`src/rtl/if_fetch_queue.sv`:
```
// Purpose : instruction-fetch front end; sequential PCs, pipelined imem requests, FETCH_DEPTH-entry queue to ID.
// Latency : a response becomes visible on id_valid the cycle after imem_resp_valid (registered queue, no bypass).
// Backpressure: credit-based; a request issues only if a queue slot is reserved for it, and id_ready stalls the queue head.
//
// Ports:
//   clk, rst                        clock, asynchronous active-high reset
//   redirect_valid / redirect_pc    EX-stage PC change; flushes the queue and squashes in-flight responses
//   imem_req_valid/ready/addr       request channel to instruction memory (addr = current fetch PC)
//   imem_resp_valid / imem_resp_data  in-order read responses, one per accepted request
//   id_valid / id_ready / id_inst / id_pc  queue head towards decode
//   outst_cnt                       number of requests awaiting a response
module if_fetch_queue #(
    parameter int unsigned     XLEN        = 64,
    parameter int unsigned     MEM_W       = 64,
    parameter logic [XLEN-1:0] RESET_PC    = XLEN'(64'h8000_0000),
    parameter int unsigned     FETCH_DEPTH = 4,
    parameter int unsigned     MAX_OUTST   = 2
) (
    input  logic                           clk,
    input  logic                           rst,
    input  logic                           redirect_valid,
    input  logic [XLEN-1:0]                redirect_pc,
    output logic                           imem_req_valid,
    input  logic                           imem_req_ready,
    output logic [XLEN-1:0]                imem_req_addr,
    input  logic                           imem_resp_valid,
    input  logic [MEM_W-1:0]               imem_resp_data,
    output logic                           id_valid,
    input  logic                           id_ready,
    output logic [31:0]                    id_inst,
    output logic [XLEN-1:0]                id_pc,
    output logic [$clog2(MAX_OUTST+1)-1:0] outst_cnt
);

    localparam int unsigned AW = $clog2(FETCH_DEPTH);
    localparam int unsigned CW = $clog2(MAX_OUTST + 1);
    localparam int unsigned PW = (MAX_OUTST > 1) ? $clog2(MAX_OUTST) : 1;
    localparam int unsigned SW = AW + 2;   // wide enough for outst + q_count <= 2*FETCH_DEPTH

    localparam logic [CW-1:0] MAX_C   = CW'(MAX_OUTST);
    localparam logic [SW-1:0] DEPTH_S = SW'(FETCH_DEPTH);

    // Fetch PC and request bookkeeping
    logic [XLEN-1:0] fetch_pc_q, fetch_pc_d;
    logic [CW-1:0]   outst_q, outst_d;
    logic [CW-1:0]   drop_q, drop_d;

    // In-flight PC FIFO: one entry per accepted request, popped by each response
    logic [XLEN-1:0] pf_q [MAX_OUTST];
    logic [PW-1:0]   pf_wr_q, pf_wr_d, pf_rd_q, pf_rd_d;

    // Instruction queue with one extra pointer bit for full/empty disambiguation
    logic [XLEN-1:0] q_pc_q   [FETCH_DEPTH];
    logic [31:0]     q_inst_q [FETCH_DEPTH];
    logic [AW:0]     wr_ptr_q, wr_ptr_d, rd_ptr_q, rd_ptr_d;
    logic [AW:0]     q_count;
    logic            q_empty, q_full;

    logic [SW-1:0]   credit_sum;
    logic            req_fire;
    logic            resp_keep;
    logic            q_push, q_pop;
    logic [XLEN-1:0] resp_pc;
    logic [31:0]     resp_inst;

    function automatic logic [PW-1:0] pf_inc(input logic [PW-1:0] p);
        return (p == PW'(MAX_OUTST - 1)) ? '0 : p + PW'(1);
    endfunction

    assign q_count    = wr_ptr_q - rd_ptr_q;
    assign q_empty    = (wr_ptr_q == rd_ptr_q);
    assign q_full     = (wr_ptr_q[AW] != rd_ptr_q[AW]) && (wr_ptr_q[AW-1:0] == rd_ptr_q[AW-1:0]);
    assign credit_sum = SW'(outst_q) + SW'(q_count);

    // Every outstanding request owns a queue slot, so the queue can never overflow.
    // The request is held low during reset so nothing is presented before the first edge after release.
    assign imem_req_valid = !rst && !redirect_valid && (outst_q < MAX_C) && (credit_sum < DEPTH_S);
    assign imem_req_addr  = fetch_pc_q;
    assign req_fire       = imem_req_valid && imem_req_ready;

    assign resp_pc = pf_q[pf_rd_q];

    if (MEM_W == 64) begin : g_sel64
        assign resp_inst = resp_pc[2] ? imem_resp_data[MEM_W-1:32] : imem_resp_data[31:0];
    end else begin : g_sel32
        assign resp_inst = imem_resp_data[31:0];
    end

    // A response landing in a redirect cycle belongs to the old stream and is squashed unconditionally.
    assign resp_keep = imem_resp_valid && !redirect_valid && (drop_q == '0);
    assign q_pop     = !q_empty && id_ready && !redirect_valid;
    assign q_push    = resp_keep && (!q_full || q_pop);

    assign id_valid  = !q_empty;
    assign id_inst   = q_inst_q[rd_ptr_q[AW-1:0]];
    assign id_pc     = q_pc_q[rd_ptr_q[AW-1:0]];
    assign outst_cnt = outst_q;

    always_comb begin
        fetch_pc_d = fetch_pc_q;
        if (redirect_valid) begin
            fetch_pc_d = redirect_pc;
        end else if (req_fire) begin
            fetch_pc_d = fetch_pc_q + XLEN'(4);
        end

        outst_d = outst_q;
        case ({req_fire, imem_resp_valid})
            2'b10:   outst_d = outst_q + CW'(1);
            2'b01:   outst_d = outst_q - CW'(1);
            default: outst_d = outst_q;
        endcase

        // Stale requests keep their credit; drop_cnt tracks how many of their responses to swallow.
        drop_d = drop_q;
        if (redirect_valid) begin
            drop_d = outst_d;
        end else if (imem_resp_valid && (drop_q != '0)) begin
            drop_d = drop_q - CW'(1);
        end

        pf_wr_d = req_fire        ? pf_inc(pf_wr_q) : pf_wr_q;
        pf_rd_d = imem_resp_valid ? pf_inc(pf_rd_q) : pf_rd_q;

        if (redirect_valid) begin
            wr_ptr_d = '0;
            rd_ptr_d = '0;
        end else begin
            wr_ptr_d = wr_ptr_q + {{AW{1'b0}}, q_push};
            rd_ptr_d = rd_ptr_q + {{AW{1'b0}}, q_pop};
        end
    end

    always_ff @(posedge clk or posedge rst) begin
        if (rst) begin
            fetch_pc_q <= RESET_PC;
            outst_q    <= '0;
            drop_q     <= '0;
            pf_wr_q    <= '0;
            pf_rd_q    <= '0;
            wr_ptr_q   <= '0;
            rd_ptr_q   <= '0;
            for (int i = 0; i < MAX_OUTST; i++) begin
                pf_q[i] <= '0;
            end
            for (int i = 0; i < FETCH_DEPTH; i++) begin
                q_pc_q[i]   <= '0;
                q_inst_q[i] <= '0;
            end
        end else begin
            fetch_pc_q <= fetch_pc_d;
            outst_q    <= outst_d;
            drop_q     <= drop_d;
            pf_wr_q    <= pf_wr_d;
            pf_rd_q    <= pf_rd_d;
            wr_ptr_q   <= wr_ptr_d;
            rd_ptr_q   <= rd_ptr_d;
            if (req_fire) begin
                pf_q[pf_wr_q] <= fetch_pc_q;
            end
            if (q_push) begin
                q_pc_q[wr_ptr_q[AW-1:0]]   <= resp_pc;
                q_inst_q[wr_ptr_q[AW-1:0]] <= resp_inst;
            end
        end
    end

endmodule

```
`config.mk`:
```
export PLATFORM = sky130hd
export DESIGN_NAME = if_fetch_queue
export DESIGN_NICKNAME = d
export VERILOG_FILES = /design/src/rtl/if_fetch_queue.sv
export SDC_FILE = /design/constraint.sdc
export NUM_CORES = 1
export LEC_CHECK = 0
export CORE_ASPECT_RATIO = 1.4
export CORE_MARGIN = 1
export CORE_UTILIZATION = 45
export CTS_BUF_LIST = sky130_fd_sc_hd__clkbuf_4
export CTS_CLUSTER_DIAMETER = 60
export DETAILED_ROUTE_END_ITERATION = 6
export GPL_TIMING_DRIVEN = 0
export PLACE_DENSITY = 0.71
export SLEW_MARGIN = 20
export SYNTH_ARGS = -nofsm -noshare
export SYNTH_HDL_FRONTEND = slang
export SYNTH_SLANG_ARGS = --single-unit
```
`constraint.sdc`:
```
create_clock -name clk -period 55.7 [get_ports clk]
set_input_delay 11.14 -clock clk [delete_from_list [all_inputs] [get_ports clk]]
set_output_delay 11.14 -clock clk [all_outputs]
set_load 0.02 [all_outputs]
```
# Word level (Yosys, flattened, before mapping)
# Cells that the tools add are included.
[totals]
ff_bits = 588
inputBits = 134
output_inout_bits = 164
wordCells = 94
[classes]
reduce_logical = 22
n_eq_ne = 5
n_addsub = 10
order_cmp = 8
n_bitwise = 4
muxes = 28
[op_table]
columns = ["cell", "n"]
rows = [
  ["$mux W64", 9],
  ["$bwmux W128", 2],
  ["$bwmux W256", 1],
  ["$bmux W64 S2", 1],
  ["$demux W64 S2", 1],
  ["$mux W32", 4],
  ["$add A64 B3 Y64 const B", 1],
  ["$bmux W32 S2", 1],
  ["$demux W32 S2", 1],
  ["$demux W64 S1", 1],
  ["$logic_and A1 B1 Y1", 13],
  ["$add A3 B1 Y3", 2],
  ["$ge A3 B3 Y1 const B", 2],
  ["$mux W3", 2],
  ["$not A2 Y3", 2],
  ["$reduce_bool A2 Y1", 3],
  ["$add A2 B3 Y4", 1],
  ["$ge A2 B2 Y1 const B", 2],
  ["$logic_not A1 Y1", 4],
  ["$lt A4 B3 Y1 const B", 1],
  ["$mux W2", 2],
  ["$not A1 Y2", 2],
  ["$pmux W2 S2", 1],
  ["$sub A2 B1 Y2 const B", 2],
  ["14 further kinds", 16],
]

# Longest topological paths before layout
[logic_depth]
depth_word = 8
depth_mapped = 18

# Least setup slack after synthesis
# Ideal clock, no wire load.
[synth_timing]
path_type = "input-to-output"
start = "input port redirect_valid"
end = "output port imem_req_valid"
t_required_ns = 44.560
arrival_ns = 11.706
path_stages = 2
setup_slack_ns = 32.854
n_path_buf = 0
cell_sequence = "nor4_1 -> and3_1"
[synth_between]
elab_chain_len = 4
[synth_lines]
columns = ["item", "line_no", "source"]
rows = [
  ["start, declared", "21", "input logic redirect_valid,"],
  ["$logic_not A1 Y1", "77", "assign imem_req_valid = !rst && !redirect_valid && (outst_q < MAX_C) && (credit_sum < DEPTH_S);"],
  ["$logic_and A1 B1 Y1 (3 in a row)", "77", ""],
  ["end, declared", "23", "output logic imem_req_valid,"],
]
# Every way passes these cells.

# Worst setup path after layout
# Same ends and word-level chain as after synthesis.

==> summary.txt <==
Routing
  – Post-route DRC: 0
  – Drt total wl: 83200 um
  – Vias: 21000
  – Drt first pass iters: 7
  – Initial drt markers: 1560
  – Final antenna-violating net count: 0
  – Routed WL per cell: 23.3 um
  – Via density: 5.89

Critical path
  – Crit Path Class: in2out
  – CP peak stage delay: 640 ps
  – Flop2flop setup slack: 49880 ps
  – Reg-to-Reg End: drop_q[1]
  – Slowest CP cell: clkdlybuf4s50_1
  – Worst reg2reg path depth: 17
  – Crit end category: output port
  – Worst EP arrival: 12860 ps
  – Critical Path Start Type: input pin
  – Worst r2r src: rd_ptr_q[1]
  – Largest fanout on the critical path: 3
  – Ordered list of cells on the worst path: clkdlybuf4s50_1 -> nor4_1 -> and3_1 -> clkdlybuf4s50_1
  – Crit-path most repeated cell: clkdlybuf4s50_1
  – Req. time, crit path: 44560 ps

STA
  – Fmax: 41.7 MHz
  – Slew margin rel.: 0.230
  – Least-Margin Pin Slew: 1160 ps
  – Final hold viol count: 0
  – Final setup fails: 0
  – Total Neg Setup Slack: 0 ps
  – Fin. max-slew vios: 0
  – Worst Skew: 54.9 ps
  – RSZ-0062 raised after global routing: false
  – Worst Setup Slack, final: 31700 ps
  – Final Critical Period: 24000 ps
  – Period utilization: 0.431

Place
  – Dpl ws: 31720 ps
  – GP Congestion: 0.911
  – Hpwl dp: 58900 um
  – Number of port buffers: 297
  – Dpl cell area: 30100 um^2

GRT
  – Vias in the first global route: 21600
  – Initial antenna violation count: 4
  – Total GRT Usage: 0.288
  – Global route total overflow: 0
  – Pin count of the biggest net entering global routing: 108
  – First-pass GRT wire length: 127000 um

Pwr
  – Leakage: 0.0137 uW
  – Sw frac: 0.347
  – VDD IR max: 0.0218 mV
  – Net Switching: 507 uW
  – Power Dens Cells: 45.9 nW/um^2
  – Logic pwr share: 0.341
  – Total design power: 1460 uW
  – Flop pwr share: 0.421
  – Internal power: 956 uW
  – Clk pwr share: 0.239

Run
  – Max-cap violations: 0

Synth
  – Avg Cell Area, Syn: 11.4 um^2
  – Yosys top cell by area: dfrtp_1
  – Number of flops mapped to enable cells by yosys: 0
  – Mapped Nets: 2433
  – Register area share after synthesis: 0.565
  – Syn Std Cell Area: 26100 um^2
  – Seq cells post-synth: 588
  – Async SR Flop Fraction: 1.00
  – Synth top area share: 0.564
  – Top post-synthesis cells by area: dfrtp_1 56%, mux4_2 8.3%, o21ai_0 6.2%, mux2_2 5.4%, nand2_1 5.2%
  – Yosys warns: 0
  – Ys flop type: dfrtp_1
  – Post-synthesis instance total: 2288
  – Yosys cell types: 58

Clocking
  – Worst-path clk slew: 60 ps
  – Clock buffer depth: 3
  – CTS Sinks: 588
  – H-tree level count: 4
  – Hold-fix buffers, CTS: 0
  – Post-CTS Setup Bufs: 0
  – Post-cts resize count: 0
  – Clk Latency, worst-skew pair: 910 ps
  – CTS root buf: clkbuf_4
  – CTS tree: done
  – CTS buffer count: 145

Cells and area
  – Most frequent cells in the layout: 587 x dfrtp_1, 358 x nand2_1, 323 x o21ai_0, 297 x clkdlybuf4s50_1, 192 x clkbuf_4
  – Share of post-route cells with drive strength above 1: 0.164
  – Post-Route Utilization: 0.555
  – Final cell area excluding filler cells: 31900 um^2
  – Area Growth Syn to Fin: 22.3%
  – Fin nets: 2884
  – Commonest non-fill, non-tap cell in the layout: dfrtp_1

Status
  – Status: completed

Min path
  – Hold path depth: 2
  – Worst min-delay path category: reg2reg
  – Hold_sp: q_inst_q[39]
  – Hold Path End: q_inst_q[39]

Die
  – Width of the die: 205 um
  – I/O pins: 298
  – Num rows: 104
  – DIE AREA: 58900 um^2
  – Chip height: 287 um
  – Starting Density: 0.454
  – Core Region: 57400 um^2
-- state kept, by name, indices dropped and copies added, names as in the netlist --
signal         cells
imem_req_addr     64
pf_q             128
outst_cnt          2
rd_ptr_q           3
pf_rd_q            1
drop_q             2
q_pc_q           256
pf_wr_q            1
wr_ptr_q           3
q_inst_q         128
-- synth_stat cells, drive strengths merged, types with 17 or more instances --
cell type  number
a21oi         102
and3           17
buf            38
clkbuf        133
dfrtp         587
mux2          126
mux2i         102
mux4           96
nand2         358
nand3          47
nand4          37
nor2          121
o211ai         18
o21ai         323
-- worst max-delay path, delay by kind of cell --
kind,cells,cell delay [ps]
buf+inv,2,1170
simple gates,2,560
-- routing by layer --
layer  global-route usage  share of wire  vias up
li1                     -              -     9144
met1                0.351           0.38    10600
met2                0.474           0.49     1018
met3               0.0660          0.082      198
met4                0.152          0.048        4
met5                    0        0.00035        -
-- logic make-up after synthesis --
group           share of synthesized area
mux                                 0.177
simple gates                        0.114
buf+inv                            0.0270
compound gates                      0.103
xor+xnor                          0.00965
fa+ha+maj                         0.00557
flops                               0.565
-- metrics by stage --
stage | std cells | hold WS [ps]
after floorplan | 2288 | 445
after global placement | 3327 | 456
after detailed placement | 3333 | 465
after CTS | 3558 | 479
after global routing | 3560 | 500
final | 3563 | 474
-- worst max path at each step --
| stage | start | cells past startpoint | to |
|---|---|---|---|
| floorplan | rst | 1 | drop_q[0] |
| global placement | rst | 2 | q_pc_q[150] |
| detailed placement | rst | 4 | imem_req_valid |
| CTS | rst | 4 | imem_req_valid |
| global route | rst | 4 | imem_req_valid |
| finish | redirect_valid | 4 | imem_req_valid |
-- layout make-up --
class,count,area (um^2)
multi-input cells,1516,10600
inverters,13,56.3
clock inverters,33,267
fillers,4974,25500
diodes,4,10.0
repair buffers,304,3150
well taps,742,928
flip-flops and latches,588,14700
clock buffers,192,1440
plain buffers,171,661
-- power groups by stage --
stage,clock (uW),sequential (uW),combinational [uW]
global route,377,629,540
CTS,357,614,504
global placement,0,613,488
detailed placement,0,622,501
finish,350,616,498
floorplan,0,606,307
(Power assumes the default switching activity.)
